==> src/rtl/ir_err_gen.sv <==
// ir_err_gen: enables the IR emitters, reads 8 A2D channels and reports a saturated weighted line error.
// Defining ERR_FILTER_EN averages each new error with the previous frame's saturated error.
module ir_err_gen #(
  parameter int unsigned PERIOD_CYC = 4096,
  parameter int unsigned SETTLE_CYC = 256,
  parameter logic [11:0] LINE_THRES = 12'h040
) (
  input  logic        clk,
  input  logic        rst_n,
  input  logic        go,
  input  logic        cnv_cmplt,
  input  logic [11:0] res,
  output logic        strt_cnv,
  output logic [2:0]  chnnl,
  output logic        IR_en,
  output logic [15:0] error,
  output logic        err_vld,
  output logic        line_present
);

  typedef enum logic [2:0] {IDLE, SETTLE, CONV, WAIT, DONE} state_e;

  state_e             state_q, state_d;
  logic [15:0]        timer_q, timer_d;
  logic signed [16:0] acc_q, acc_d;
  logic               seen_q, seen_d;
  logic [2:0]         chnnl_q, chnnl_d;
  logic [15:0]        error_q, error_d;
  logic               line_q, line_d;
`ifdef ERR_FILTER_EN
  logic [15:0]        prev_q, prev_d;
  logic signed [16:0] fsum;
`endif

  logic [1:0]         sh;
  logic [16:0]        mag;
  logic signed [16:0] acc_sum;
  logic [15:0]        acc_sat;
  logic               hit;

  function automatic logic [15:0] sat16(input logic signed [16:0] a);
    if (a > 17'sd32767)       return 16'h7FFF;
    else if (a < -17'sd32768) return 16'h8000;
    else                      return a[15:0];
  endfunction

  // Weight magnitude is 2^sh: ch0/ch7 -> 8 .. ch3/ch4 -> 1; lower half subtracts.
  always_comb begin
    sh      = chnnl_q[2] ? chnnl_q[1:0] : ~chnnl_q[1:0];
    mag     = {5'b0, res} << sh;
    acc_sum = chnnl_q[2] ? acc_q + $signed(mag) : acc_q - $signed(mag);
    acc_sat = sat16(acc_sum);
    hit     = res > LINE_THRES;
`ifdef ERR_FILTER_EN
    fsum    = $signed({acc_sat[15], acc_sat}) + $signed({prev_q[15], prev_q});
`endif
  end

  always_ff @(posedge clk or negedge rst_n) begin
    if (!rst_n) begin
      state_q <= IDLE;
      timer_q <= '0;
      acc_q   <= '0;
      seen_q  <= 1'b0;
      chnnl_q <= '0;
      error_q <= '0;
      line_q  <= 1'b0;
`ifdef ERR_FILTER_EN
      prev_q  <= '0;
`endif
    end else begin
      state_q <= state_d;
      timer_q <= timer_d;
      acc_q   <= acc_d;
      seen_q  <= seen_d;
      chnnl_q <= chnnl_d;
      error_q <= error_d;
      line_q  <= line_d;
`ifdef ERR_FILTER_EN
      prev_q  <= prev_d;
`endif
    end
  end

  always_comb begin
    state_d = state_q;
    timer_d = timer_q;
    acc_d   = acc_q;
    seen_d  = seen_q;
    chnnl_d = chnnl_q;
    error_d = error_q;
    line_d  = line_q;
`ifdef ERR_FILTER_EN
    prev_d  = prev_q;
`endif
    if (!go) begin
      state_d = IDLE;
      timer_d = '0;
      acc_d   = '0;
      seen_d  = 1'b0;
`ifdef ERR_FILTER_EN
      prev_d  = '0;
`endif
    end else begin
      case (state_q)
        IDLE: begin
          if (timer_q == 16'(PERIOD_CYC - 1)) begin
            state_d = SETTLE;
            timer_d = '0;
          end else begin
            timer_d = timer_q + 16'd1;
          end
        end
        SETTLE: begin
          if (timer_q == 16'(SETTLE_CYC - 1)) begin
            state_d = CONV;
            timer_d = '0;
            chnnl_d = '0;
            acc_d   = '0;
            seen_d  = 1'b0;
          end else begin
            timer_d = timer_q + 16'd1;
          end
        end
        CONV: state_d = WAIT;
        WAIT: begin
          if (cnv_cmplt) begin
            acc_d  = acc_sum;
            seen_d = seen_q | hit;
            // Results are loaded on the edge into DONE so they are valid alongside err_vld.
            if (chnnl_q == 3'd7) begin
              state_d = DONE;
              line_d  = seen_q | hit;
`ifdef ERR_FILTER_EN
              error_d = fsum[16:1];
              prev_d  = acc_sat;
`else
              error_d = acc_sat;
`endif
            end else begin
              state_d = CONV;
              chnnl_d = chnnl_q + 3'd1;
            end
          end
        end
        DONE: begin
          state_d = IDLE;
          timer_d = '0;
        end
        default: state_d = IDLE;
      endcase
    end
  end

  always_comb begin
    strt_cnv = (state_q == CONV);
    IR_en    = (state_q == SETTLE) || (state_q == CONV) || (state_q == WAIT);
    err_vld  = (state_q == DONE);
  end

  assign chnnl        = chnnl_q;
  assign error        = error_q;
  assign line_present = line_q;

endmodule

==> config.mk <==
export PLATFORM = sky130hd
export DESIGN_NAME = ir_err_gen
export DESIGN_NICKNAME = d
export VERILOG_FILES = /design/src/rtl/ir_err_gen.sv
export SDC_FILE = /design/constraint.sdc
export NUM_CORES = 1
export LEC_CHECK = 0
export ABC_AREA = 1
export CORE_ASPECT_RATIO = 1.2
export CORE_MARGIN = 3
export CORE_UTILIZATION = 30
export DETAILED_ROUTE_END_ITERATION = 6
export PLACE_DENSITY_LB_ADDON = 0.15
export SYNTH_ARGS = -nofsm -noshare
export SYNTH_HDL_FRONTEND = slang
export SYNTH_SLANG_ARGS = --single-unit
==> constraint.sdc <==
create_clock -name clk -period 4.91 [get_ports clk]
set_clock_uncertainty 0.2 [all_clocks]
set_input_delay 0.491 -clock clk [delete_from_list [all_inputs] [get_ports clk]]
set_output_delay 0.491 -clock clk [all_outputs]
set_load 0.03 [all_outputs]
=== After elaboration in Yosys (flattened, before gate mapping) ===
Index checks and enable logic that the tools add are counted.

* Eq/ne operators: 15
* Reduce and logical (&&, ||, !) cells: 8
* $lt $le $gt $ge: 3
* Multiplexer cells: 26
* Add/sub/neg operators: 4
* Shifts and indexed selects: 1
* Bitwise logic cells: 2

{| class="wikitable"
|+ Operators by type and width
! cell !! number
|-
| $mux 16 || 5
|-
| $mux 17 || 4
|-
| $pmux 16 s3 || 1
|-
| $pmux 17 s2 || 1
|-
| $mux 3 || 8
|-
| $add 17x17->17 || 1
|-
| $gt 17x16->1 const B || 1
|-
| $lt 17x16->1 const B || 1
|-
| $shl 12x2->17 || 1
|-
| $sub 17x17->17 || 1
|-
| $add 16x1->16 const B || 1
|-
| $eq 16x12->1 const B || 1
|-
| $eq 16x8->1 const B || 1
|-
| $gt 12x7->1 const B || 1
|-
| $pmux 3 s4 || 1
|-
| $ne 3x3->1 const B || 3
|-
| $eq 3x2->1 const B || 2
|-
| $eq 3x3->1 const B || 2
|-
| $ne 2x2->1 const B || 3
|-
| $pmux 3 s2 || 1
|-
| $reduce_and 3->1 || 2
|-
| $reduce_and 5->1 || 1
|-
| $ne 4x1->1 const B || 1
|-
| $reduce_and 4->1 || 1
|-
| 11 further kinds || 14
|}

* Logic and storage cells: 66
* Output and inout bits: 23
* Flip-flop bits (word level): 57

=== Longest topological paths before layout ===
Gate-level depths: netlist of the first run.

* Depth after elaboration: 8
* Depth in mapped cells: 30
* Mapped depth without buffers: 29

=== Worst setup path after synthesis of the first run ===
OpenSTA, ideal clock, no wires.

* Path type: register -> register
* Start point: register chnnl_q[2], in the netlist chnnl[2]
* End point: register error_q[14], in the netlist error[14]
* Stages on the path, launching flop included: 25
* Setup slack: 1,011 ps
* Clock period less this slack: 3,899 ps
* Buffers on the path: 1
* Setup time: 115 ps
* Data arrival time: 3,583 ps
* Data required time: 4,595 ps
* Cells stage by stage: dfrtp_1 inv_1 nand2_4 nand2_4 buf_6 nor2_1 inv_1 nor2_1 inv_1 ha_1 inv_1 o22ai_1 inv_1 fa_1 o21ai_1 a21oi_1 o21ai_1 nand2_1 o21bai_1 nand2_1 nand2_1 xor2_1 nand2_1 nand2_2 nand2_2

* Cells in the longest elaborated chain, start to end: 7
* Elaborated cells on any way between the ends: 11

{| class="wikitable"
|+ RTL lines
! element !! line !! RTL
|-
| start: declaration || 27 || <nowiki>logic [2:0] chnnl_q, chnnl_d;</nowiki>
|-
| start signal: assignment || 76 || <nowiki>chnnl_q <= chnnl_d;</nowiki>
|-
| $mux 2 || 49 || <nowiki>sh = chnnl_q[2] ? chnnl_q[1:0] : ~chnnl_q[1:0];</nowiki>
|-
| $shl 12x2->17 || 50 || <nowiki>mag = {5'b0, res} << sh;</nowiki>
|-
| $sub 17x17->17 or $add 17x17->17 (tied branches) || 51 || <nowiki>acc_sum = chnnl_q[2] ? acc_q + $signed(mag) : acc_q - $signed(mag);</nowiki>
|-
| $mux 17 || 51 ||
|-
| $lt 17x16->1 || 43 || <nowiki>else if (a < -17'sd32768) return 16'h8000;</nowiki>
|-
| $mux 16 || 43 ||
|-
| $mux 16 || 42 || <nowiki>if (a > 17'sd32767) return 16'h7FFF;</nowiki>
|-
| end signal: assignment || 77 || <nowiki>error_q <= error_d;</nowiki>
|-
| end: declaration || 28 || <nowiki>logic [15:0] error_q, error_d;</nowiki>
|}

Several ways; a longest one is shown, not always the timed one.
A chain may end at the register's enable or synchronous reset.

=== Final worst setup path of the first run ===
Same ends and word-level chain as after synthesis.

==> results of run 1 <==
-- worst paths after layout --
path,depth (start not counted),end,start
setup / recovery,23,error[14],chnnl[2]
min in group clk,2,error[10],error[10]
max in group asynchronous,2,acc_q[9],rst_n
hold reg to reg,2,error[10],error[10]
setup reg to reg,23,error[14],chnnl[2]
hold / removal,2,acc_q[14],rst_n
-- report_power, final --
group,internal [uW],total (uW),switching (uW),leakage (uW)
clock network,376,589,213,0.000144
registers,528,576,48.4,0.000773
logic,504,1460,953,0.00158
total,1410,2620,1210,0.00250
-- critical path: stages (launching register included) --
cell and delay [ns]:
dfrtp_1 0.45, inv_1 0.15, nand2_4 0.18, nand2_4 0.14, nor2_1 0.17, inv_1 0.09, nor2_1 0.14, inv_1 0.06
ha_1 0.27, inv_1 0.04, o22ai_1 0.23, inv_1 0.10, fa_1 0.44, o21ai_1 0.25, a21oi_1 0.16, o21ai_2 0.24
nand2_1 0.13, o21bai_1 0.22, nand2_1 0.07, nand2_1 0.08, xor2_1 0.28, nand2_1 0.11, nand2_2 0.07, nand2_2 0.04
-- registers in the layout (all words and copies together) (netlist names) --
name and flops:
line_present 1, chnnl 3, error 16, acc_q 17
state_q 3, seen_q 1, timer_q 16
-- per-layer routing --
metal | global-route usage, % | vias to the layer above | wire length, um
met1 | 16.95 | 1777 | 4461
met3 | 3.229 | 13 | 312
li1 | - | 1951 | -
met5 | 0 | - | 0
met4 | 5.219 | 0 | 197
met2 | 26.64 | 38 | 5528
-- repair_timing --
item,CTS,global route
setup endpoints to repair,0,1
endpoints found under the hold margin,0,0
gates resized for setup,0,1
-- layout make-up --
| type | count | area (um2) |
|---|---|---|
| multi-input combinational | 438 | 2474 |
| tap | 171 | 214.0 |
| clock buffer | 12 | 266.5 |
| sequential | 57 | 1426 |
| fill | 1479 | 8811 |
| clock inverter | 3 | 15.01 |
| timing repair buffer | 43 | 412.9 |
| inverter | 69 | 259.0 |
-- placed cells by master, fill, tap and decap left out, drive strengths merged, types with 15 or more instances in the layout --
| cell type | synthesis | final |
|---|---|---|
| ha | 21 | 21 |
| nor2 | 54 | 54 |
| nand2 | 179 | 179 |
| a21oi | 22 | 22 |
| inv | 68 | 68 |
| nand3 | 52 | 52 |
| clkdlybuf4s50 | 0 | 37 |
| o21ai | 28 | 28 |
| xor2 | 18 | 18 |
| dfrtp | 57 | 57 |
| nor3 | 15 | 15 |
-- cells by family (layout without fill, tap and decap cells) --
logic type	count (synthesis)	after routing	synth area share [%]
simple gates	314	314	35.04
compound gates	72	72	10.02
xor+xnor	30	30	6.153
fa+ha+maj	22	22	6.622
buf+inv	82	127	8.760
flops	57	57	33.40
-- Yosys cell counts (all sizes together) (3+ instances only) --
cell type | number | area (um2)
xnor2 | 12 | 105.1
a22o | 6 | 52.55
o21ai | 28 | 140.1
dfrtp | 57 | 1426
nand4 | 6 | 37.54
nor2 | 54 | 217.7
nand2 | 179 | 797.0
buf | 9 | 100.1
o22ai | 3 | 18.77
a21oi | 22 | 110.1
nor3 | 15 | 85.08
nand3 | 52 | 305.3
inv | 68 | 255.2
ha | 21 | 262.8
xor2 | 18 | 157.7
clkbuf | 4 | 15.01
o31ai | 4 | 30.03
-- through the flow --
step	cell area, um2	hold slack (ns)	worst slack, ns	std cells
after floorplan	4270	-0.004591	1.011	577
after global placement	4782	0.2630	0.3347	778
after detailed placement	4782	0.2651	0.2947	778
after CTS	5064	0.1539	0.3374	793
after global routing	5067	0.1926	0.1196	793
final	5067	0.1091	0.4835	793
==> flow_summary.yaml, run 1 <==
outcome:
  status: "completed"
cts:
  cts-htree-levels: 3
  clk_latency_ns: 0.33
  path_clk_slew_ns: 0.05
  cts_buffer_depth: 2
  clock-sinks: 57
  postCtsSetupRepairBufs: 0
  numCtsBuffers: 9
  cts_hold_buffers: 0
  root_buffer: "clkbuf_16"
  cts_tree: "built"
power:
  power_uw: 2623
  peakVddDrop_v: 0.0002965
  p_per_area_nw_per_um2: 517.6
  p_leak_uw: 0.002501
synthesis:
  ys_types: 43
  synth_seq_area_share_pct: 33.40
  synthArstFlopShare_pct: 100.0
  synth_edf_count: 0
  syn_nets: 615
  synth_cells: 577
  yosys_warnings: 0
  synth_seq_cells: 57
  syn_area_um2: 4270
  synthFlopType: "dfrtp_1"
  avgSynthCellArea_um2: 7.401
floorplan:
  dieArea_um2: 15710
  io_pins: 39
  dieWidth_um: 114.9
  chipHeight_um: 136.7
  start_util_pct: 30.77
  core_area_um2: 13880
  floorplan.rows: 47
route:
  wl_per_cell_um: 13.24
  drc: 0
  ant_nets: 0
  routed_wl_um: 10500
  first_iter_violations: 214
  viasPerCell: 4.765
  dr.pass1.iters: 4
  vias: 3779
worst_setup_path:
  critPathArrivalTime_ns: 4.44
  worstPathRequired_ns: 4.93
  worstSetupStartpointType: "flip-flop"
  reg2reg_setup_slack_ns: 0.48
  critPathMaxFanout: 13
  crit_type: "reg -> reg"
  critPathCaptureType: "flip-flop"
grt:
  antenna_found_initial: 0
  grt_overflow_total: 0
  grt_pass1_vias: 3964
  grt_max_degree: 58
  grt_usage_pct: 14.74
  grt_pass1_wl_um: 18550
layout:
  post-route-util_pct: 36.51
  num_antenna_cells: 0
  synthToLayoutAreaGrowth_pct: 18.66
  layout-drive-gt1-share_pct: 12.70
  finalNetCount: 656
sta:
  rsz0062_at_grt: "no"
  max_freq_mhz: 225.9
  finalHoldViolations: 0
  slew_violations: 0
  worst_pin_slew_ns: 1.090
  fin_setup_tns_ns: 0
  relSlewSlack_pct: 27.36
  fin_crit_ns: 4.426
  final-setup-viol-count: 0
  post-route-period-util_pct: 90.15
run:
  maxCapViolCount: 0
placed_design:
  dp_hpwl_um: 8083
  gp_congestion: 0.8542
  io_buffers: 38
worst_hold_path:
  hold_path_class: "in -> async"
No activity file was read; power rests on OpenSTA's default activity.
==> run 2: changes to the inputs <==
- REMOVE_ABC_BUFFERS: not set -> 1
==> run 2 against run 1 <==
  * Worst setup slack improved by 0.11 ns
  * Sequential power barely moved
  * Worst hold slack improved by 0.026 ns
  * Cell count rose by 0.25%
  * Maximum frequency rose by 2.7%
  * Global-route usage fell by 0.38 points
  * Clock power rose by 16%
  * Sequential share of layout area fell by 0.26 points
  * Power rose by 3.6%
  * Via count rose by 1.5%
  * Critical path type unchanged
  * Critical endpoint unchanged
  * Largest cell class unchanged
  * Largest power group unchanged
==> flow_summary.yaml, run 2 (synthesis results as in run 1) <==
cts:
  postCtsSetupRepairBufs: 0
  cts_buffer_depth: 2
  cts-htree-levels: 3
  cts_tree: "built"
  path_clk_slew_ns: 0.06
  clk_latency_ns: 0.33
  root_buffer: "clkbuf_16"
  clock-sinks: 57
  numCtsBuffers: 9
floorplan:
  start_util_pct: 30.77
  dieWidth_um: 114.9
  floorplan.rows: 47
  dieArea_um2: 15710
  core_area_um2: 13880
  io_pins: 39
  chipHeight_um: 136.7
grt:
  grt_overflow_total: 0
  grt_usage_pct: 14.36
  grt_max_degree: 58
  grt_pass1_wl_um: 18110
  grt_pass1_vias: 3870
  antenna_found_initial: 0
layout:
  regArea_um2: 1426
  regMostFlops: "acc_q"
  mostFrequentLayoutCells: "nand2_1, inv_1, dfrtp_1, nor2_1, nand3_1"
  layout-drive-gt1-share_pct: 12.82
  mostFrequentLayoutCell: "nand2_1"
  multi_input_area_um2: 2474
  finalNetCount: 657
  post-route-util_pct: 36.86
  fin_cells: 795
  nFillCells: 1496
  synthToLayoutAreaGrowth_pct: 19.78
  num_antenna_cells: 0
  largest_reg_flops: 17
power:
  p_leak_uw: 0.002521
  peakVddDrop_v: 0.0002650
  p_per_area_nw_per_um2: 531.4
worst_setup_path:
  worstSetupStartpointType: "flip-flop"
  critPathArrivalTime_ns: 4.33
  critPathMaxFanout: 13
  reg2reg_setup_slack_ns: 0.60
  worstPathRequired_ns: 4.93
  crit_type: "reg -> reg"
  critPathCaptureType: "flip-flop"
sta:
  slew_violations: 0
  postLayoutSetupSlackWorst_ns: 0.5979
  fin_crit_ns: 4.312
  finalHoldViolations: 0
  final-setup-viol-count: 0
  post-route-period-util_pct: 87.82
  max_freq_mhz: 231.9
  relSlewSlack_pct: 23.40
  worst_pin_slew_ns: 1.149
  fin_setup_tns_ns: 0
  rsz0062_at_grt: "no"
worst_hold_path:
  hold_path_class: "in -> async"
placed_design:
  placement.setup.worst_slack_ns: 0.3143
  dp_hpwl_um: 7965
  gp_congestion: 0.8620
  dp_cells: 779
  io_buffers: 38
route:
  wl_per_cell_um: 13.16
  ant_nets: 0
  routed_wl_um: 10470
  dr.pass1.iters: 4
  viasPerCell: 4.826
  first_iter_violations: 171
  vias: 3837
  drc: 0
run:
  maxCapViolCount: 0
outcome:
  status: "completed"
-- run 2: area by class of cell --
cell class | count | area share (%)
tap | 171 | 4.183
multi-input combinational | 438 | 48.36
inverter | 69 | 5.064
clock inverter | 5 | 1.541
sequential | 57 | 27.89
timing repair buffer | 44 | 8.219
clock buffer | 11 | 4.746
-- run 2: stage by stage --
| stage | cell area (um2) | total power (uW) | hold WS, ns |
|---|---|---|---|
| final | 5115 | 2718 | 0.1351 |
| after global routing | 5115 | 2965 | 0.1854 |
| after CTS | 5111 | 2755 | 0.1589 |
| after detailed placement | 4790 | 2050 | 0.2660 |
| after global placement | 4790 | 2047 | 0.2651 |
| after floorplan | 4155 | 1681 | -0.004591 |
-- run 2: critical path, cell delays in order, from the launching register on --
cell and delay, ns:
dfrtp_1 0.47, inv_2 0.10, nand2_4 0.17, nand2_4 0.15, nor2_1 0.16, inv_1 0.09
nor2_1 0.14, inv_1 0.06, ha_1 0.26, inv_1 0.03, o22ai_1 0.23, inv_1 0.11
fa_1 0.43, o21ai_1 0.24, a21oi_1 0.15, o21ai_2 0.25, nand2_1 0.12, o21bai_1 0.22
nand2_1 0.08, nand2_1 0.07, xor2_1 0.25, nand2_1 0.11, nand2_2 0.07, nand2_2 0.04
-- run 2: final timing paths --
kind	depth (start not counted)	startpoint	to
setup / recovery	23	chnnl[0]	error[14]
hold / removal	2	rst_n	error[13]
setup reg to reg	23	chnnl[0]	error[14]
hold reg to reg	2	error[8]	error[8]
max in group asynchronous	2	rst_n	timer_q[13]
min in group clk	2	error[8]	error[8]
-- run 2: what timing repair did --
action	4_1_cts	5_1_grt
resized for setup	0	1
endpoints found under the hold margin	0	0
hold buffers	0	0
setup endpoints to repair	0	1
-- run 2: layer usage --
metal / GRT usage [%] / share of wire [%] / wire, um / vias to the layer above
li1: - / - / - / 1964
met1: 16.81 / 44 / 4553 / 1798
met2: 25.64 / 51 / 5294 / 56
met3: 2.698 / 3.5 / 364 / 19
met4: 5.675 / 2.4 / 252 / 0
met5: 0 / 0 / 0 / -
-- run 2: where the power goes --
part	total (uW)	leakage [uW]	internal, uW	switching, uW
clock network	681	0.000159	457	224
registers	576	0.000773	527	48.2
logic	1460	0.00159	506	956
==> run 3: changes to the inputs <==
- SLEW_MARGIN: not set -> 5
==> results of run 3 <==
No change in the layout: final DEF, timing and power equal those of run 2.
